[config.mk]
export PLATFORM = sky130hd
export DESIGN_NAME = uart_duplex_param
export DESIGN_NICKNAME = d
export VERILOG_FILES = /design/src/rtl/uart_pkg.sv /design/src/rtl/uart_baud_gen.sv /design/src/rtl/uart_duplex_param.sv
export SDC_FILE = /design/constraint.sdc
export NUM_CORES = 1
export LEC_CHECK = 0
export BUFFER_PORTS_ARGS = -buffer_cell sky130_fd_sc_hd__buf_2
export CAP_MARGIN = 0
export CORE_ASPECT_RATIO = 1.25
export CORE_MARGIN = 2
export CORE_UTILIZATION = 40
export DETAILED_ROUTE_END_ITERATION = 16
export GPL_TIMING_DRIVEN = 0
export SYNTH_ARGS = -nofsm -noshare
export SYNTH_HDL_FRONTEND = slang
export SYNTH_SLANG_ARGS = --single-unit
[constraint.sdc]
create_clock -name clk -period 5.59 [get_ports clk]
set_input_delay 1.118 -clock clk [delete_from_list [all_inputs] [get_ports clk]]
set_output_delay 1.118 -clock clk [all_outputs]
set_load 0.02 [all_outputs]
[src/rtl/uart_pkg.sv]
// rtl/uart_pkg.sv - shared constants, FSM encodings and parity helper for the duplex UART
package uart_pkg;

    localparam int PARITY_NONE = 0;
    localparam int PARITY_ODD  = 1;
    localparam int PARITY_EVEN = 2;

    typedef enum logic [2:0] {
        TX_IDLE,
        TX_START,
        TX_DATA,
        TX_PARITY,
        TX_STOP
    } tx_state_t;

    typedef enum logic [2:0] {
        RX_IDLE,
        RX_START,
        RX_DATA,
        RX_PARITY,
        RX_STOP
    } rx_state_t;

    // Payload is zero-extended to 9 bits; the extra zeros do not change the XOR.
    function automatic logic parity_bit(input logic [8:0] data, input int mode);
        return (mode == PARITY_ODD) ? ~^data : ^data;
    endfunction

endpackage

[src/rtl/uart_baud_gen.sv]
// rtl/uart_baud_gen.sv - oversampling tick generator shared by the TX and RX engines
module uart_baud_gen #(
    parameter int CLK_FREQ   = 50_000_000,
    parameter int BAUD       = 115_200,
    parameter int OVERSAMPLE = 16
) (
    input  logic clk,
    input  logic reset_n,
    output logic tick
);

    localparam int DIV = CLK_FREQ / (BAUD * OVERSAMPLE);
    localparam int CW  = (DIV > 1) ? $clog2(DIV) : 1;
    localparam logic [CW-1:0] LAST = CW'(DIV - 1);

    generate
        if (DIV < 1) begin : g_div_check
            $error("uart_baud_gen: CLK_FREQ too low for BAUD*OVERSAMPLE");
        end
    endgenerate

    logic [CW-1:0] cnt_q;

    always_ff @(posedge clk or negedge reset_n) begin
        if (!reset_n) begin
            cnt_q <= '0;
        end else if (cnt_q == LAST) begin
            cnt_q <= '0;
        end else begin
            cnt_q <= cnt_q + 1'b1;
        end
    end

    // With DIV == 1 the counter is pinned at zero and tick is asserted every clock.
    assign tick = (cnt_q == LAST);

endmodule

[src/rtl/uart_duplex_param.sv]
// rtl/uart_duplex_param.sv - parametrised full-duplex UART with parity and framing checks
module uart_duplex_param
    import uart_pkg::*;
#(
    parameter int CLK_FREQ   = 50_000_000,
    parameter int BAUD       = 115_200,
    parameter int OVERSAMPLE = 16,
    parameter int DATA_BITS  = 8,
    parameter int PARITY     = 0,
    parameter int STOP_BITS  = 1
) (
    input  logic                 clk,
    input  logic                 reset_n,
    input  logic                 tx_start,
    input  logic [DATA_BITS-1:0] tx_data,
    output logic                 tx,
    output logic                 tx_busy,
    output logic                 tx_done,
    input  logic                 rx,
    output logic [DATA_BITS-1:0] rx_data,
    output logic                 rx_done,
    output logic                 parity_err,
    output logic                 frame_err
);

    generate
        if (OVERSAMPLE < 4 || (OVERSAMPLE % 2) != 0 || DATA_BITS < 5 || DATA_BITS > 9 ||
            PARITY < 0 || PARITY > 2 || STOP_BITS < 1 || STOP_BITS > 2) begin : g_param_check
            $error("uart_duplex_param: illegal parameter combination");
        end
    endgenerate

    localparam int            TW      = $clog2(OVERSAMPLE);
    localparam logic [TW-1:0] OS_LAST = TW'(OVERSAMPLE - 1);
    localparam logic [TW-1:0] OS_HALF = TW'(OVERSAMPLE / 2 - 1);
    localparam logic [3:0]    DB_LAST = 4'(DATA_BITS - 1);
    localparam logic [3:0]    SB_LAST = 4'(STOP_BITS - 1);
    localparam bit            HAS_PAR = (PARITY != PARITY_NONE);

    logic tick;

    uart_baud_gen #(
        .CLK_FREQ  (CLK_FREQ),
        .BAUD      (BAUD),
        .OVERSAMPLE(OVERSAMPLE)
    ) u_baud_gen (
        .clk    (clk),
        .reset_n(reset_n),
        .tick   (tick)
    );

    tx_state_t              tx_state_q, tx_state_d;
    logic [TW-1:0]          tx_cnt_q, tx_cnt_d;
    logic [3:0]             tx_idx_q, tx_idx_d;
    logic [DATA_BITS-1:0]   tx_shift_q, tx_shift_d;
    logic                   tx_par_q, tx_par_d;
    logic                   tx_q, tx_line_d;
    logic                   tx_busy_q, tx_busy_d;
    logic                   tx_done_q, tx_done_d;
    logic                   tx_bit_end;

    assign tx_bit_end = tick && (tx_cnt_q == OS_LAST);

    always_ff @(posedge clk or negedge reset_n) begin
        if (!reset_n) begin
            tx_state_q <= TX_IDLE;
            tx_cnt_q   <= '0;
            tx_idx_q   <= '0;
            tx_shift_q <= '0;
            tx_par_q   <= 1'b0;
            tx_q       <= 1'b1;
            tx_busy_q  <= 1'b0;
            tx_done_q  <= 1'b0;
        end else begin
            tx_state_q <= tx_state_d;
            tx_cnt_q   <= tx_cnt_d;
            tx_idx_q   <= tx_idx_d;
            tx_shift_q <= tx_shift_d;
            tx_par_q   <= tx_par_d;
            tx_q       <= tx_line_d;
            tx_busy_q  <= tx_busy_d;
            tx_done_q  <= tx_done_d;
        end
    end

    always_comb begin
        tx_state_d = tx_state_q;
        tx_cnt_d   = tick ? ((tx_cnt_q == OS_LAST) ? '0 : tx_cnt_q + 1'b1) : tx_cnt_q;
        tx_idx_d   = tx_idx_q;
        tx_shift_d = tx_shift_q;
        tx_par_d   = tx_par_q;
        case (tx_state_q)
            TX_IDLE: begin
                tx_cnt_d = '0;
                if (tx_start) begin
                    tx_state_d = TX_START;
                    tx_shift_d = tx_data;
                    tx_par_d   = parity_bit(9'(tx_data), PARITY);
                    tx_idx_d   = '0;
                end
            end
            TX_START: begin
                if (tx_bit_end) begin
                    tx_state_d = TX_DATA;
                    tx_idx_d   = '0;
                end
            end
            TX_DATA: begin
                if (tx_bit_end) begin
                    tx_shift_d = tx_shift_q >> 1;
                    if (tx_idx_q == DB_LAST) begin
                        tx_idx_d   = '0;
                        tx_state_d = HAS_PAR ? TX_PARITY : TX_STOP;
                    end else begin
                        tx_idx_d = tx_idx_q + 1'b1;
                    end
                end
            end
            TX_PARITY: begin
                if (tx_bit_end) begin
                    tx_state_d = TX_STOP;
                    tx_idx_d   = '0;
                end
            end
            TX_STOP: begin
                if (tx_bit_end) begin
                    if (tx_idx_q == SB_LAST) begin
                        tx_state_d = TX_IDLE;
                    end else begin
                        tx_idx_d = tx_idx_q + 1'b1;
                    end
                end
            end
            default: tx_state_d = TX_IDLE;
        endcase
    end

    // Line value is derived from the next state so the pin itself is a flop.
    always_comb begin
        tx_line_d = 1'b1;
        case (tx_state_d)
            TX_START:  tx_line_d = 1'b0;
            TX_DATA:   tx_line_d = tx_shift_d[0];
            TX_PARITY: tx_line_d = tx_par_d;
            default:   tx_line_d = 1'b1;
        endcase
        tx_busy_d = (tx_state_d != TX_IDLE);
        tx_done_d = (tx_state_q == TX_STOP) && (tx_state_d == TX_IDLE);
    end

    assign tx      = tx_q;
    assign tx_busy = tx_busy_q;
    assign tx_done = tx_done_q;

    rx_state_t              rx_state_q, rx_state_d;
    logic [TW-1:0]          rx_cnt_q, rx_cnt_d;
    logic [3:0]             rx_idx_q, rx_idx_d;
    logic [DATA_BITS-1:0]   rx_shift_q, rx_shift_d;
    logic                   rx_perr_q, rx_perr_d;
    logic                   rx_ferr_q, rx_ferr_d;
    logic                   rx_s1_q, rx_s2_q;
    logic                   rx_armed_q;
    logic                   rx_sample, rx_fin;
    logic [TW-1:0]          rx_target;
    logic [DATA_BITS-1:0]   rx_data_q;
    logic                   rx_done_q, parity_err_q, frame_err_q;

    always_ff @(posedge clk or negedge reset_n) begin
        if (!reset_n) begin
            rx_s1_q <= 1'b1;
            rx_s2_q <= 1'b1;
        end else begin
            rx_s1_q <= rx;
            rx_s2_q <= rx_s1_q;
        end
    end

    assign rx_target = (rx_state_q == RX_START) ? OS_HALF : OS_LAST;
    assign rx_sample = tick && (rx_cnt_q == rx_target);

    always_ff @(posedge clk or negedge reset_n) begin
        if (!reset_n) begin
            rx_state_q <= RX_IDLE;
            rx_cnt_q   <= '0;
            rx_idx_q   <= '0;
            rx_shift_q <= '0;
            rx_perr_q  <= 1'b0;
            rx_ferr_q  <= 1'b0;
        end else begin
            rx_state_q <= rx_state_d;
            rx_cnt_q   <= rx_cnt_d;
            rx_idx_q   <= rx_idx_d;
            rx_shift_q <= rx_shift_d;
            rx_perr_q  <= rx_perr_d;
            rx_ferr_q  <= rx_ferr_d;
        end
    end

    always_comb begin
        rx_state_d = rx_state_q;
        rx_cnt_d   = tick ? (rx_sample ? '0 : rx_cnt_q + 1'b1) : rx_cnt_q;
        rx_idx_d   = rx_idx_q;
        rx_shift_d = rx_shift_q;
        rx_perr_d  = rx_perr_q;
        rx_ferr_d  = rx_ferr_q;
        case (rx_state_q)
            RX_IDLE: begin
                rx_cnt_d = '0;
                if (rx_armed_q && !rx_s2_q) begin
                    rx_state_d = RX_START;
                    rx_idx_d   = '0;
                    rx_perr_d  = 1'b0;
                    rx_ferr_d  = 1'b0;
                end
            end
            RX_START: begin
                if (rx_sample) begin
                    rx_state_d = rx_s2_q ? RX_IDLE : RX_DATA;
                    rx_idx_d   = '0;
                end
            end
            RX_DATA: begin
                if (rx_sample) begin
                    rx_shift_d = {rx_s2_q, rx_shift_q[DATA_BITS-1:1]};
                    if (rx_idx_q == DB_LAST) begin
                        rx_idx_d   = '0;
                        rx_state_d = HAS_PAR ? RX_PARITY : RX_STOP;
                    end else begin
                        rx_idx_d = rx_idx_q + 1'b1;
                    end
                end
            end
            RX_PARITY: begin
                if (rx_sample) begin
                    rx_perr_d  = rx_s2_q ^ parity_bit(9'(rx_shift_q), PARITY);
                    rx_state_d = RX_STOP;
                    rx_idx_d   = '0;
                end
            end
            RX_STOP: begin
                if (rx_sample) begin
                    rx_ferr_d = rx_ferr_q | ~rx_s2_q;
                    if (rx_idx_q == SB_LAST) begin
                        rx_state_d = RX_IDLE;
                    end else begin
                        rx_idx_d = rx_idx_q + 1'b1;
                    end
                end
            end
            default: rx_state_d = RX_IDLE;
        endcase
    end

    always_comb begin
        rx_fin = (rx_state_q == RX_STOP) && rx_sample && (rx_idx_q == SB_LAST);
    end

    // Armed drops at frame completion so a held-low line (break) cannot retrigger.
    always_ff @(posedge clk or negedge reset_n) begin
        if (!reset_n) begin
            rx_armed_q   <= 1'b0;
            rx_data_q    <= '0;
            rx_done_q    <= 1'b0;
            parity_err_q <= 1'b0;
            frame_err_q  <= 1'b0;
        end else begin
            rx_done_q <= rx_fin;
            if (rx_fin) begin
                rx_armed_q   <= 1'b0;
                rx_data_q    <= rx_shift_q;
                parity_err_q <= rx_perr_q;
                frame_err_q  <= rx_ferr_d;
            end else if (rx_s2_q) begin
                rx_armed_q <= 1'b1;
            end
        end
    end

    assign rx_data    = rx_data_q;
    assign rx_done    = rx_done_q;
    assign parity_err = parity_err_q;
    assign frame_err  = frame_err_q;

endmodule
-- After elaboration in Yosys (flattened, before gate mapping)
Cells that the tools add are included.
- muxes and demuxes: 53
- add/sub/neg operators: 5
- bitwise logic cells: 3
- reductions and logical operators: 30
- equality and inequality tests: 30
- operator list (cell ; count):
    4-bit 2-to-1 mux ; 19
    3-bit 2-to-1 mux ; 14
    4-bit case mux with 4 select lines ; 2
    3-bit case mux with 5 select lines ; 2
    2-bit != test, second input constant ; 12
    3-bit by 2-bit equality test with 1-bit output, second input constant ; 6
    9-bit parity ; 2
    4-bit by 1-bit adder with 4-bit output, second input constant ; 4
    8-bit 2-to-1 mux ; 2
    8-bit case mux with 2 select lines ; 1
    6-bit AND reduction ; 2
    2-bit nonzero test ; 5
    3-bit by 1-bit equality test with 1-bit output, second input constant ; 3
    3-bit zero test ; 3
    4-bit by 3-bit equality test with 1-bit output, second input constant ; 2
    4-bit zero test ; 2
    1-bit 2-to-1 mux ; 8
    4-bit nonzero test ; 2
    7-bit AND reduction ; 1
    3-bit equality test, second input constant ; 2
    1-bit logical AND ; 6
    3-bit AND reduction ; 2
    5-bit by 1-bit adder with 5-bit output, second input constant ; 1
    5-bit equality test, second input constant ; 1
    14 further kinds ; 17
- word-level logic and storage cells: 144
- bits in registers: 63
- output and inout port bits: 14

-- Longest topological paths before layout
- depth after elaboration: 7
- mapped depth: 9
- depth with buffers taken out: 7

-- Modules after synthesis
Synthesis repeated with hierarchy kept, for this count alone.
- cells, all modules: 307
- area, all modules: 3123.0 um^2
- by module, submodules not included (module ; cells an instance ; area an instance (um^2) ; seq. area each (um^2) ; times used):
    uart_duplex_param ; 283 ; 2856.5 ; 1455.1 ; 1
    uart_baud_gen ; 24 ; 266.5 ; 125.1 ; 1

-- Least setup slack after synthesis
OpenSTA, ideal clock, no wires.
- path kind: input to register
- start: in tx_start
- end: reg tx_idx_q[2]
- path slack: 3.417 ns
- arrival: 2.049 ns
- path buffers: 0
- library setup time: 0.124 ns
- stages on the path: 4
- cell sequence: nor4b_1 -> a31oi_1 -> o31a_1 -> a211o_1
- cells in the longest elaborated chain, start to end: 2
- RTL lines (element ; line ; RTL):
    start, declared ; uart_duplex_param.sv:14 ; input logic tx_start,
    2-bit != test (no line) ; - ;
    6-bit AND reduction (no line) ; - ;
    end signal, assigned ; uart_duplex_param.sv:77 ; tx_idx_q <= tx_idx_d;
    end, declared ; uart_duplex_param.sv:54 ; logic [3:0] tx_idx_q, tx_idx_d;
No other way between the ends.
A chain may end at the register's enable or synchronous reset.

-- Worst setup path after layout
- start: reg u_baud_gen.cnt_q[0]
- end: reg rx_data_q[2] (netlist: rx_data[2])
- cells in the longest elaborated chain, start to end: 4
- RTL lines (element ; line ; RTL):
    start, declared ; uart_baud_gen.sv:22 ; logic [CW-1:0] cnt_q;
    start signal, assigned ; uart_baud_gen.sv:30 ; cnt_q <= cnt_q + 1'b1;
    5-bit equality test ; uart_baud_gen.sv:35 ; assign tick = (cnt_q == LAST);
    1-bit logical AND ; uart_duplex_param.sv:179 ; assign rx_sample = tick && (rx_cnt_q == rx_target);
    1-bit logical AND (2 in series) ; uart_duplex_param.sv:255 ; rx_fin = (rx_state_q == RX_STOP) && rx_sample && (rx_idx_q == SB_LAST);
    via rx_fin ; uart_duplex_param.sv:163 ; logic rx_sample, rx_fin;
    end signal, assigned ; uart_duplex_param.sv:270 ; rx_data_q <= rx_shift_q;
    end, declared ; uart_duplex_param.sv:165 ; logic [DATA_BITS-1:0] rx_data_q;
The timed path passes the listed nets, and every way through them passes these cells.

==> qor.json <==
{
  "vias_per_cell": 5.250,
  "irDropWorstVdd_mv": 0.1826,
  "synth_area_leaders": "sky130_fd_sc_hd__dfrtp_1, sky130_fd_sc_hd__mux2_2, sky130_fd_sc_hd__xnor2_1",
  "cts_tree": "yes",
  "rr_worst_depth": 9,
  "ctsResizeCount": 0,
  "critPathTopFamily": "simple AND/OR/NAND/NOR gates",
  "grt_setup_unrepaired": "no",
  "timing.hold.worst.class": "reg2reg",
  "dr.pass1.iters": 4,
  "maxSlewHeadroom_pct": 48.45,
  "instances_no_fill": 432,
  "regToRegSetupSlack_ps": 3280,
  "hold-path-cell-count": 0,
  "route.antenna.remaining_nets": 0,
  "clock.fmax_ghz": 0.4330,
  "drt-total-wl_mm": 5.711,
  "critical_path_cell_by_cell": "inv_1, ha_1, and4b_1, buf_4, and3_1, nand2_1, nor3_2, buf_4, mux2_2",
  "synth_commonest_cells": "sky130_fd_sc_hd__dfrtp_1, sky130_fd_sc_hd__nand2_1, sky130_fd_sc_hd__nor2_1",
  "crit_required_ps": 5810,
  "timing.critical_path.arrival_ps": 2530,
  "drcViolationCount": 0,
  "syn-cell-area_mm2": 0.003158,
  "synth.yosys.warnings": 0,
  "clock_latency_ps": 340,
  "cell_occurring_most_often_along_the_worst_timing_path": "sky130_fd_sc_hd__buf_4",
  "boundary_pins": 26,
  "hold_path_end": "rx_s2_q$_DFF_PN1_",
  "cts_buffers": 9,
  "final_count_of_pins_violating_max_slew": 0,
  "pin_count_of_the_biggest_net_entering_global_routing": 64,
  "fp.dieH_um": 103.3,
  "synthDominantCellAreaShare_pct": 47.54,
  "timing.hold.worst.start": "rx_s1_q$_DFF_PN1_",
  "clock_tree.root_cell": "sky130_fd_sc_hd__clkbuf_8",
  "setup_fix_buffers_added_after_clock_tree_synthesis": 0,
  "fin_nets": 352,
  "synth_area_per_cell_um2": 10.67,
  "multi_input_comb_area_mm2": 0.001446,
  "fillers": 754,
  "post_route_cells_drive_above_1_share_pct": 22.55,
  "placement.setup.worst_slack_ps": 3033,
  "yosysMostFrequentCell": "sky130_fd_sc_hd__dfrtp_1",
  "grt_use_total_pct": 14.24,
  "syn-instance-count": 296,
  "timing.critical_path.buf_inv": 3,
  "synth_nets": 316,
  "asyncSetResetFlopFracSynth_pct": 100.0,
  "cts.reportedPaths.clkPinSlew_ps": 70,
  "wire_length_of_the_first_global_routing_pass_mm": 9.804,
  "power.leakage_nw": 1.666,
  "core_area_mm2": 0.007747,
  "cts_max_level": 3,
  "drv_cap": 0,
  "num_vias": 2268,
  "fin_worst_skew_ps": 5.699,
  "gpl.final_weighted_congestion": 0.7623,
  "antenna_violations_before_repair": 0,
  "numClockSinks": 63,
  "first_global_vias": 2175,
  "register_bit_count_reported_by_yosys": 63,
  "synth-main-ff-cell": "sky130_fd_sc_hd__dfrtp_1",
  "post_synth_num_cell_types": 52,
  "detailedRoute.firstIterationViolations": 112,
  "finalHoldViolCount": 0,
  "route.detailed.wl_per_inst_um": 13.22,
  "post-place-cells": 416,
  "port_buffers": 25,
  "setup_slack_ps": 3281,
  "layout-area-overhead-vs-synth_pct": 13.35,
  "cp_slowest_stage_delay_ps": 410,
  "floorplan.rows": 36,
  "die_x_um": 83.48,
  "dp_hpwl_mm": 3.905,
  "gr-total-overflow": 0,
  "timing.final.crit_share_pct": 41.31,
  "design_power_total_w": 0.001099,
  "ant_diodes": 0,
  "synth.yosys.seq_area_share_pct": 50.04,
  "slowest_stage": "sky130_fd_sc_hd__dfrtp_1",
  "post-route-min-period_ps": 2309,
  "clockBufferDepth": 2,
  "power_per_cell_area_mw_per_mm2": 307.0,
  "critical_path_class": "reg2reg",
  "worst_setup_path_end_kind": "flop",
  "count_of_endpoints_failing_setup_in_the_final_report": 0,
  "yosys.area.top_type": "sky130_fd_sc_hd__dfrtp_1",
  "worst_setup_path_start_kind": "flop",
  "fin_hold_ws_ps": 356.0,
  "crit_fanout": 10,
  "start_util_pct": 40.76,
  "fin_tns_setup_ps": 0,
  "status": "completed",
  "r2r-end": "rx_data[2]$_DFFE_PN0P_",
  "die-area_mm2": 0.008626,
  "least_margin_pin_slew_ps": 762.6,
  "sequential_cell_area_mm2": 0.001580,
  "post_cts_hold_buffer_count": 0,
  "worst_r2r_startpoint": "u_baud_gen.cnt_q[0]$_DFF_PN0_",
  "synth_enable_flop_cells": 0
}
-- kinds of logic (layout without fill, tap and decap cells) --
group,after synthesis,count (layout),share of synthesized area (%)
and+or+nand+nor,97,97,16.52
DFF,63,63,50.04
AOI/OAI and AO/OA,55,55,12.20
buffers and inverters,29,70,4.160
muxes,23,23,8.083
xor gates and xnor gates,21,21,5.824
adders and majority gates,8,8,3.170
-- where the power goes --
part	internal [W]	switching [W]	leakage, nW	total [W]
clock	0.000172	0.000179	0.0853	0.000351
sequential	0.000492	0.0000232	0.820	0.000516
combinational	0.000105	0.000127	0.761	0.000233
-- registers in the layout, indices dropped and copies added, names as in the netlist, 3 cells and up --
register,count
tx_shift_q,8
rx_state_q,3
tx_state_q,3
u_baud_gen.cnt_q,5
rx_data,8
rx_idx_q,4
tx_idx_q,4
tx_cnt_q,4
rx_shift_q,8
rx_cnt_q,4
-- cells in the final DEF (no fill, tap or decap), types with 7 or more instances in the layout --
master | Yosys | layout
sky130_fd_sc_hd__inv_1 | 17 | 17
sky130_fd_sc_hd__clkbuf_8 | 0 | 10
sky130_fd_sc_hd__nor2_1 | 21 | 21
sky130_fd_sc_hd__a21oi_1 | 10 | 10
sky130_fd_sc_hd__nand2_1 | 28 | 28
sky130_fd_sc_hd__nand3_1 | 7 | 7
sky130_fd_sc_hd__xnor2_1 | 16 | 16
sky130_fd_sc_hd__o21ai_0 | 14 | 14
sky130_fd_sc_hd__buf_2 | 0 | 24
sky130_fd_sc_hd__mux2_2 | 20 | 20
sky130_fd_sc_hd__ha_1 | 8 | 8
sky130_fd_sc_hd__clkbuf_1 | 8 | 9
sky130_fd_sc_hd__dfrtp_1 | 60 | 60
-- stage by stage --
step	area (µm²)	utilization, %
global route	3580	46.20
global placement	3402	43.91
CTS	3580	46.20
detailed placement	3405	43.94
floorplan	3158	-
finish	3580	46.20
-- how the worst max path moves through the flow --
stage                                         end  slack [ps]                          start  depth (start not counted)
after global placement               tx$_DFF_PN1_        3010                       tx_start                          5
after global routing       rx_data[3]$_DFFE_PN0P_        3150  u_baud_gen.cnt_q[0]$_DFF_PN0_                          9
after CTS                  rx_data[5]$_DFFE_PN0P_        3270  u_baud_gen.cnt_q[0]$_DFF_PN0_                          9
final                      rx_data[2]$_DFFE_PN0P_        3280  u_baud_gen.cnt_q[0]$_DFF_PN0_                          9
after detailed placement             tx$_DFF_PN1_        3030                       tx_start                          5
after floorplan           tx_idx_q[2]$_DFFE_PN0P_        3420                       tx_start                          4
-- per-layer routing --
| metal | part of all wire, % | global-route usage, % | vias to the layer above |
|---|---|---|---|
| li1 | - | - | 1119 |
| met5 | 0 | 0 | - |
| met1 | 46 | 17.18 | 1104 |
| met2 | 49 | 24.13 | 36 |
| met3 | 3.6 | 3.651 | 9 |
| met4 | 1.8 | 6.948 | 0 |
-- area by class of cell --
| class | instances | share of cell area, % |
|---|---|---|
| Sequential cell | 63 | 44.15 |
| Multi-Input combinational cell | 204 | 40.41 |
| Clock buffer | 11 | 3.950 |
| Timing Repair Buffer | 25 | 3.565 |
| Tap cell | 95 | 3.321 |
| Buffer | 12 | 1.887 |
| Inverter | 17 | 1.783 |
| Clock inverter | 5 | 0.9437 |
(Power assumes the default switching activity.)
